File: config.mk
export PLATFORM = sky130hd
export DESIGN_NAME = lenet_sequencer
export DESIGN_NICKNAME = d
export VERILOG_FILES = /design/src/rtl/lenet_sequencer.sv
export SDC_FILE = /design/constraint.sdc
export NUM_CORES = 1
export LEC_CHECK = 0
export CORE_MARGIN = 1
export CORE_UTILIZATION = 55
export DETAILED_ROUTE_END_ITERATION = 7
export DONT_BUFFER_PORTS = 1
export PLACE_DENSITY = 0.7
export SKIP_LAST_GASP = 1
export SLEW_MARGIN = 20
export SYNTH_ARGS = -nofsm -noshare
export SYNTH_HDL_FRONTEND = slang
export SYNTH_SLANG_ARGS = --single-unit
File: constraint.sdc
create_clock -name clk -period 7.05 [get_ports clk]
set_input_delay 1.41 -clock clk [delete_from_list [all_inputs] [get_ports clk]]
set_output_delay 1.41 -clock clk [all_outputs]
set_load 0.05 [all_outputs]
File: src/rtl/lenet_sequencer.sv
// LeNet layer sequencer: answers the go handshake and starts the seven layer
// engines one after another. Each layer has a watchdog, and the final class
// index is latched. Every output comes straight from a flop.
module lenet_sequencer #(
  parameter int                NUM_LAYERS = 7,
  parameter int                CLASS_W    = 4,
  parameter int                TMO_W      = 20,
  parameter logic [TMO_W-1:0]  TIMEOUT    = 20'd1000000
) (
  input  logic                  clk,
  input  logic                  rst_n,
  input  logic                  lenet_go,
  output logic                  lenet_ready,
  output logic                  busy,
  output logic [NUM_LAYERS-1:0] layer_start,
  input  logic [NUM_LAYERS-1:0] layer_done,
  input  logic [CLASS_W-1:0]    class_in,
  output logic [CLASS_W-1:0]    result,
  output logic                  result_valid,
  output logic                  timeout_err,
  input  logic                  err_clr
);

  localparam int IDX_W = (NUM_LAYERS > 1) ? $clog2(NUM_LAYERS) : 1;
  localparam logic [IDX_W-1:0] LAST_IDX = IDX_W'(NUM_LAYERS - 1);
  // Watchdog fires when the counter has reached this value without a done.
  localparam logic [TMO_W-1:0] WD_LAST = TIMEOUT - TMO_W'(1);

  typedef enum logic [1:0] {
    S_IDLE,
    S_RUN,
    S_DONE
  } state_t;

  state_t                state_q, state_d;
  logic [IDX_W-1:0]      layer_idx_q, layer_idx_d;
  logic [TMO_W-1:0]      wd_cnt_q, wd_cnt_d;
  logic                  lenet_ready_q, lenet_ready_d;
  logic                  busy_q, busy_d;
  logic [NUM_LAYERS-1:0] layer_start_q, layer_start_d;
  logic [CLASS_W-1:0]    result_q, result_d;
  logic                  result_valid_q, result_valid_d;
  logic                  timeout_err_q, timeout_err_d;

  logic                  done_active;
  logic                  done_seen;
  logic                  timeout_set;
  logic [NUM_LAYERS-1:0] next_onehot;

  // Select the done bit of the active layer and the one-hot start for the next one.
  always_comb begin
    done_active = 1'b0;
    next_onehot = '0;
    for (int i = 0; i < NUM_LAYERS; i++) begin
      if (layer_idx_q == IDX_W'(i)) begin
        done_active = layer_done[i];
      end
      if (layer_idx_q + IDX_W'(1) == IDX_W'(i)) begin
        next_onehot[i] = 1'b1;
      end
    end
    // A done level that is already present while the start pulse is high is
    // stale and must not advance the sequence.
    done_seen = done_active && (layer_start_q == '0);
  end

  // Next-state and output logic for the IDLE -> RUN -> DONE sequence.
  always_comb begin
    state_d        = state_q;
    layer_idx_d    = layer_idx_q;
    wd_cnt_d       = wd_cnt_q;
    lenet_ready_d  = lenet_ready_q;
    busy_d         = busy_q;
    layer_start_d  = '0;
    result_d       = result_q;
    result_valid_d = 1'b0;
    timeout_set    = 1'b0;

    case (state_q)
      S_IDLE: begin
        lenet_ready_d = 1'b1;
        busy_d        = 1'b0;
        if (lenet_go) begin
          state_d       = S_RUN;
          layer_idx_d   = '0;
          layer_start_d = NUM_LAYERS'(1);
          wd_cnt_d      = '0;
          lenet_ready_d = 1'b0;
          busy_d        = 1'b1;
        end
      end
      S_RUN: begin
        if (done_seen) begin
          if (layer_idx_q == LAST_IDX) begin
            result_d       = class_in;
            result_valid_d = 1'b1;
            state_d        = S_DONE;
          end else begin
            layer_idx_d   = layer_idx_q + IDX_W'(1);
            layer_start_d = next_onehot;
            wd_cnt_d      = '0;
          end
        end else if (wd_cnt_q == WD_LAST) begin
          timeout_set    = 1'b1;
          result_d       = '1;
          result_valid_d = 1'b1;
          state_d        = S_DONE;
        end else begin
          wd_cnt_d = wd_cnt_q + TMO_W'(1);
        end
      end
      S_DONE: begin
        state_d       = S_IDLE;
        lenet_ready_d = 1'b1;
        busy_d        = 1'b0;
      end
      default: begin
        state_d       = S_IDLE;
        lenet_ready_d = 1'b1;
        busy_d        = 1'b0;
      end
    endcase

    // A new expiry outranks a clear arriving in the same cycle.
    if (timeout_set) begin
      timeout_err_d = 1'b1;
    end else if (err_clr) begin
      timeout_err_d = 1'b0;
    end else begin
      timeout_err_d = timeout_err_q;
    end
  end

  // State and output registers, asynchronously reset to the idle state.
  always_ff @(posedge clk or negedge rst_n) begin
    if (!rst_n) begin
      state_q        <= S_IDLE;
      layer_idx_q    <= '0;
      wd_cnt_q       <= '0;
      lenet_ready_q  <= 1'b1;
      busy_q         <= 1'b0;
      layer_start_q  <= '0;
      result_q       <= '0;
      result_valid_q <= 1'b0;
      timeout_err_q  <= 1'b0;
    end else begin
      state_q        <= state_d;
      layer_idx_q    <= layer_idx_d;
      wd_cnt_q       <= wd_cnt_d;
      lenet_ready_q  <= lenet_ready_d;
      busy_q         <= busy_d;
      layer_start_q  <= layer_start_d;
      result_q       <= result_d;
      result_valid_q <= result_valid_d;
      timeout_err_q  <= timeout_err_d;
    end
  end

  assign lenet_ready  = lenet_ready_q;
  assign busy         = busy_q;
  assign layer_start  = layer_start_q;
  assign result       = result_q;
  assign result_valid = result_valid_q;
  assign timeout_err  = timeout_err_q;

endmodule

### Word level (Yosys, flattened, before mapping)

Cells that the tools add are included.

| storage, ports and cells | value |
|---|---|
| output and inout bits | 15 |
| bits of input ports | 15 |
| flip-flop bits (word level) | 40 |

| cells by class | value |
|---|---|
| reductions and logical operators | 12 |
| mux-type cells | 47 |
| eq/ne operators | 22 |
| add/sub/neg operators | 2 |

Operators by type and width:

| cell | count |
|---|---|
| $mux 20 | 4 |
| $pmux 20 s2 | 1 |
| $mux 1 | 25 |
| $add 20x1->20 const B | 1 |
| $eq 20x20->1 const B | 1 |
| $eq 3x3->1 const B | 6 |
| $mux 7 | 2 |
| $pmux 7 s2 | 1 |
| $eq 3x2->1 const B | 4 |
| $mux 4 | 3 |
| $ne 3x3->1 const B | 4 |
| $mux 3 | 3 |
| $mux 2 | 4 |
| $reduce_and 4->1 | 2 |
| $logic_not 7->1 | 1 |
| $eq 3x1->1 const B | 2 |
| $logic_not 3->1 | 2 |
| $ne 2x2->1 const B | 3 |
| $pmux 3 s2 | 1 |
| $reduce_and 3->1 | 2 |
| $reduce_bool 2->1 | 3 |
| $pmux 1 s2 | 2 |
| $pmux 2 s2 | 1 |
| $add 3x1->3 const B | 1 |
| 4 further kinds | 4 |

### Longest topological paths before layout

Gate-level depths: netlist of the first run.

| depth | value |
|---|---|
| depth after elaboration | 12 |
| depth in mapped cells | 9 |
| gate-level depth less buffers | 9 |

### Worst setup path after synthesis of the first run

OpenSTA, ideal clock, no wires.

| timing | value |
|---|---|
| path type | input to register |
| start point | input layer_done[5] |
| end point | register wd_cnt_q[16] |
| cell stages on the path | 7 |
| arrival | 2.875 ns |
| buffers on the path | 1 |
| data required time | 6.968 ns |
| setup slack | 4.093 ns |
| library setup time | 0.082 ns |
| cells stage by stage | or3b_2 a21oi_1 a311o_2 and2_1 clkbuf_1 a41oi_1 a31oi_1 |

| on the way | value |
|---|---|
| longest elaborated chain between the ends | 5 |

RTL lines:

| element | line | RTL |
|---|---|---|
| start, declared | 16 | `input logic [NUM_LAYERS-1:0] layer_done,` |
| $mux 1 (*) (2 in a row) | 55 | `if (layer_idx_q == IDX_W'(i)) begin` |
| $logic_and 1x1->1 (*) | 64 | `done_seen = done_active && (layer_start_q == '0);` |
| $ne 3x3->1 (no source line) / $mux 20 (equally long branches) | - |  |
| $reduce_and 4->1 (no source line) / $pmux 20 s2 (equally long branches) | - |  |
| end signal, assigned | 149 | `wd_cnt_q <= wd_cnt_d;` |
| end, declared | 37 | `logic [TMO_W-1:0] wd_cnt_q, wd_cnt_d;` |

Every way passes the cells marked *; elsewhere a longest branch is shown, timed or not.
A chain may end at the register's enable or synchronous reset.

### Worst setup path after layout of the first run

Ends and elaborated chain as after synthesis.

==> run summary, run 1 <==
Status = finished clean
Resized Gates After CTS = 0
Clock slew at the register clock pins of the worst setup and hold paths = 0.07 ns
TritonCTS clock tree = done
Routed vias/inst = 6.436
Main synth FF type = dfrtp_1
Nets = 234
Synth area leaders = dfrtp_1 (47%), ha_1 (5.4%), a22o_1 (4.6%), nand2_1 (3.8%), nor2_1 (3.2%)
Post-synth ARST share = 100.0%
Setup TNS = 0 ns
Root buffer cell = clkbuf_8
Sequential fraction of the synthesis area = 47.82%
CTS sink cnt = 40
ANT nets after route = 0
DR pass1 iterations = 4
RR Endpoint = wd_cnt_q[16]$_DFFE_PN0P_
Most area-hungry cell type in the Yosys netlist = dfrtp_1
RSZ-0062 raised after global routing = no
Ant. Diodes = 0
Utilization after layout = 61.28%
Final Cycle Share = 40.33%
DR DRC count = 0
Cts hold-fix bufs = 0
Slew headroom = 40.79%
Reg2reg setup slack = 4.34 ns
Critical path data required time = 7.27 ns
R2R cell count = 8
GRT Overall Usage = 24.83%
Pin count of the biggest net entering global routing = 41
Footprint of the multi-input gates = 1055 sq um
Worst Skew = 0.008988 ns
Distinct cell type count after synthesis = 50
Initial Util = 57.25%
Critical Path End = wd_cnt_q[16]$_DFFE_PN0P_
TritonCTS Buffers = 5
Die H = 63.73 um
Yosys warns = 0
Core ar. = 3661 sq um
Crit end category = flip-flop
Via Count = 1667
EDFF count, synth = 0
Pwr Total = 942.4 uW
Critical path class = in -> reg
Final setup viols = 0
Crit path launch type = input port
Reg2reg start = wd_cnt_q[0]$_DFFE_PN0P_
Sw Pwr = 427.4 uW
Flop pwr share = 43.0%
Yosys top cell area share = 46.57%
Crit path max fanout = 12
Buffers on Ports = 0
Full die area = 4062 sq um
Gr ovfl total = 0
Slew at the pin with the worst max-slew slack = 0.8814 ns
H-tree lvl count = 2
Layout cells sized above 1 = 8.057%
Area growth syn-to-layout = 7.045%
GPL Wtd Cong = 0.8285
Initial antenna violation count = 0
PwrDens = 420.1 nW/um^2
Top-Level Pins = 30
Synth Cell Area = 2096 sq um
LEAKAGE = 0.001063 uW
Final WL = 4.525 mm
#FFs+latches synth = 40
1st-iter DRT viols = 123
Worst slack, placed = 3.915 ns
Synthesized area per cell = 10.12 sq um
Final Worst Setup Slack = 4.207 ns
Clk Latency, worst-skew pair = 0.30 ns
Worst VDD drop = 0.3494 mV
Switch share = 45.35%
Critical Path Start = layer_done[5]
Max-cap violations = 0
Register Area = 1002 sq um
DP HPWL = 3.177 mm
Mapped Cells = 207
Setup Fix Bufs, Post-CTS = 0
Tmin final = 2.843 ns
Hold Path Class = reg -> reg
Max clock buf depth = 2
Site Rows = 22
Crit path DAT = 3.06 ns
Internal power = 515.0 uW
Layout Cells excl Fill = 259
Routed length per instance = 17.47 um
Clock share of power = 19.4%
First-pass GRT wire length = 7.548 mm
Most common cell after layout, fill and taps aside = dfrtp_1
Vias in the first global route = 1582
Chip width = 63.73 um
Most frequent cells in the layout = dfrtp_1 (39), nand2_1 (21), nor2_1 (18), a22o_1 (11), nand3_1 (10)
Final Max Tran Viols = 0
Logic pwr share = 37.7%
Placed cell count = 251
Fillers = 307
Fin. Hold Viols = 0
Max Fclk = 351.8 MHz
Net count after synthesis = 231
## worst max-delay path, cell delays in order
cell and delay, ns:
or3b_2 0.45, a21oi_1 0.16, a311o_2 0.21, and2_1 0.48, a41oi_1 0.18, a31oi_1 0.17
## state kept, by name (all words and copies together) (netlist names)
signal / count
wd_cnt_q: 20
layer_idx_q: 3
result: 4
result_valid: 1
lenet_ready: 1
layer_start: 7
timeout_err: 1
busy: 1
state_q: 2
## final cells by class
type,count,area share (%)
Clock buffer,6,3.235
Clock inverter,2,1.562
Inverter,5,0.8366
Multi-Input combinational cell,158,47.02
Sequential cell,40,44.67
Tap cell,48,2.677
## layer usage
metal | up-vias | global-route usage [%] | wire length [um]
met5 | - | 0 | 0
met4 | 0 | 11.36 | 107
met3 | 12 | 6.607 | 308
met2 | 64 | 36.97 | 2155
met1 | 826 | 33.76 | 1953
li1 | 765 | - | -
## logic make-up after synthesis
kind of cell / count (synthesis) / synth area share (%)
simple gates: 93 / 24.24
fa+ha+maj: 9 / 5.373
compound gates: 50 / 17.97
flops: 40 / 47.82
buf+inv: 9 / 1.851
mux: 3 / 1.493
xor+xnor: 3 / 1.254
## per-stage QoR
stage	cell area, sq um	hold slack (ns)
3_3_place_gp	2136	0.5158
4_1_cts	2243	0.5389
6_report	2243	0.5445
3_5_place_dp	2136	0.5284
5_1_grt	2243	0.5744
2_1_floorplan	2096	0.4881
## worst min-delay path by stage
stage                                  start                  endpoint  slack (ns)  cells past startpoint
finish              wd_cnt_q[16]$_DFFE_PN0P_  wd_cnt_q[16]$_DFFE_PN0P_        0.54                      1
global route        wd_cnt_q[16]$_DFFE_PN0P_  wd_cnt_q[16]$_DFFE_PN0P_        0.57                      1
CTS                 wd_cnt_q[16]$_DFFE_PN0P_  wd_cnt_q[16]$_DFFE_PN0P_        0.54                      1
detailed placement  wd_cnt_q[16]$_DFFE_PN0P_  wd_cnt_q[16]$_DFFE_PN0P_        0.53                      1
global placement    wd_cnt_q[16]$_DFFE_PN0P_  wd_cnt_q[16]$_DFFE_PN0P_        0.52                      1
floorplan           wd_cnt_q[16]$_DFFE_PN0P_  wd_cnt_q[16]$_DFFE_PN0P_        0.49                      1
## power by group through the flow
stage	Combinational, uW	Sequential (uW)	Clock (uW)
6_report	355	405	182
5_1_grt	397	410	196
4_1_cts	350	404	186
3_5_place_dp	349	408	0
3_3_place_gp	331	405	0
2_1_floorplan	280	398	0
## synth_stat cells, types with 2 or more instances
library cell	n
clkbuf_1	2
nor2b_1	2
or3_1	6
o22a_1	4
o21ai_0	9
and2_1	2
a22o_1	11
and3b_1	3
a211o_1	4
mux2i_1	2
nand3_1	10
a21oi_1	7
and3_1	6
ha_1	9
dfrtp_1	39
nor2_1	18
a31oi_1	2
nor4_1	3
nand2b_1	4
nand2_1	21
inv_1	5
nor3_1	5
and4b_1	3
a21o_1	3
xnor2_1	2
(Power assumes the default switching activity.)
==> inputs of run 2 (changes only) <==
Clock period 7.05 ns to 3 ns, I/O delays scaled along.
==> run summary, run 2 (synthesis results as in run 1) <==
Core ar. = 3661 sq um
CP Cell Sequence = inv_1 -> ha_1 -> a21o_1 -> nand2_1 -> a311o_2 -> a21o_4 -> or4_1 -> a21oi_1
Final setup viols = 0
Clock share of power = 16.3%
Nets = 238
Bufs and invs on worst path = 1
First-pass GRT wire length = 7.493 mm
Setup TNS = 0 ns
Slew at the pin with the worst max-slew slack = 0.6275 ns
Critical path class = reg -> reg
Final Cycle Share = 86.00%
Most frequent cells in the layout = dfrtp_1 (39), nand2_1 (21), nor2_1 (18), a22o_1 (11), nand3_1 (10)
Cts hold-fix bufs = 1
Area growth syn-to-layout = 8.119%
Worst slack, placed = 0.4535 ns
Fin. Hold Viols = 0
Logic pwr share = 39.9%
Pin count of the biggest net entering global routing = 40
DP HPWL = 3.185 mm
Resized Gates After CTS = 0
Root buffer cell = clkbuf_8
Ant. Diodes = 0
Worst VDD drop = 0.7230 mV
Buffers on Ports = 0
Footprint of the multi-input gates = 1055 sq um
CP top delay family = compound AO/OA/AOI/OAI gates
Number of flip-flops in the largest register = 20
Sw Pwr = 1012 uW
Chip width = 63.73 um
Internal power = 1154 uW
Crit path max fanout = 18
Routed vias/inst = 6.125
Final Max Tran Viols = 0
Max-cap violations = 0
H-tree lvl count = 2
Most common cell after layout, fill and taps aside = dfrtp_1
Layout Cells excl Fill = 263
Switch share = 46.72%
1st-iter DRT viols = 128
Placed cell count = 254
PwrDens = 955.6 nW/um^2
Critical path data required time = 3.22 ns
TritonCTS clock tree = done
Setup Fix Bufs, Post-CTS = 0
Die H = 63.73 um
Worst Skew = 0.01031 ns
Final Worst Setup Slack = 0.4201 ns
Initial Util = 57.25%
Crit path DAT = 2.80 ns
GPL Wtd Cong = 0.8806
Full die area = 4062 sq um
Status = finished clean
Clk Latency, worst-skew pair = 0.30 ns
GRT Overall Usage = 24.35%
R2R cell count = 8
Via Count = 1611
RSZ-0062 raised after global routing = no
Critical path's slowest cell = or4_1
Slew headroom = 57.72%
Max clock buf depth = 2
Clock slew at the register clock pins of the worst setup and hold paths = 0.08 ns
DR pass1 iterations = 4
Crit path largest cell delay = 0.52 ns
Top reg by flops = wd_cnt_q
Register Area = 1002 sq um
Layout cells sized above 1 = 10.23%
Levels on crit path = 8
Crit path launch type = flip-flop
LEAKAGE = 0.001080 uW
Gr ovfl total = 0
Final WL = 4.447 mm
ANT nets after route = 0
Vias in the first global route = 1557
Fillers = 300
Site Rows = 22
TritonCTS Buffers = 5
Initial antenna violation count = 0
Flop pwr share = 43.8%
Routed length per instance = 16.91 um
Utilization after layout = 61.89%
Crit end category = flip-flop
Top-Level Pins = 30
Hold Path Class = in -> async
Max Fclk = 387.6 MHz
DR DRC count = 0
CTS sink cnt = 40
Tmin final = 2.580 ns
-- run 2: per-layer routing --
metal  global-route usage [%]  share of wire [%]
met5                        0                  0
met4                    9.943               0.88
met3                    6.429                7.5
met2                    35.24                 47
met1                    34.50                 44
-- run 2: layout make-up --
| class | instances | area share [%] |
|---|---|---|
| Clock buffer | 5 | 3.037 |
| Clock inverter | 3 | 0.8283 |
| Inverter | 5 | 0.8283 |
| Multi-Input combinational cell | 158 | 46.55 |
| Sequential cell | 40 | 44.23 |
| Tap cell | 48 | 2.650 |
| Timing Repair Buffer | 4 | 1.877 |
-- run 2: per-stage QoR --
stage          hold slack (ns)  area (sq um)  total power [uW]
4_1_cts                 0.1275          2266              2168
5_1_grt                 0.1204          2266              2299
3_5_place_dp            0.3052          2158              1800
3_3_place_gp            0.3051          2158              1765
2_1_floorplan           0.3044          2096              1593
6_report                0.1266          2266              2165
-- run 2: power groups by stage --
stage	Sequential (uW)	Clock, uW	Combinational [uW]
after CTS	947	362	859
after detailed placement	957	0	843
after global placement	950	0	815
after floorplan	935	0	658
final	949	353	864
after global routing	964	383	952
-- run 2: worst paths after layout --
kind                       slack (ns)                       start                        to
hold / removal                   0.13                       rst_n  layer_start[4]$_DFF_PN0_
hold reg to reg                  0.53    wd_cnt_q[16]$_DFFE_PN0P_  wd_cnt_q[16]$_DFFE_PN0P_
setup / recovery                 0.42  layer_idx_q[0]$_DFFE_PN0P_  wd_cnt_q[17]$_DFFE_PN0P_
min in group clk                 0.42                 class_in[0]     result[0]$_DFFE_PN0P_
setup reg to reg                 0.42  layer_idx_q[0]$_DFFE_PN0P_  wd_cnt_q[17]$_DFFE_PN0P_
max in group asynchronous        2.67                       rst_n  wd_cnt_q[18]$_DFFE_PN0P_
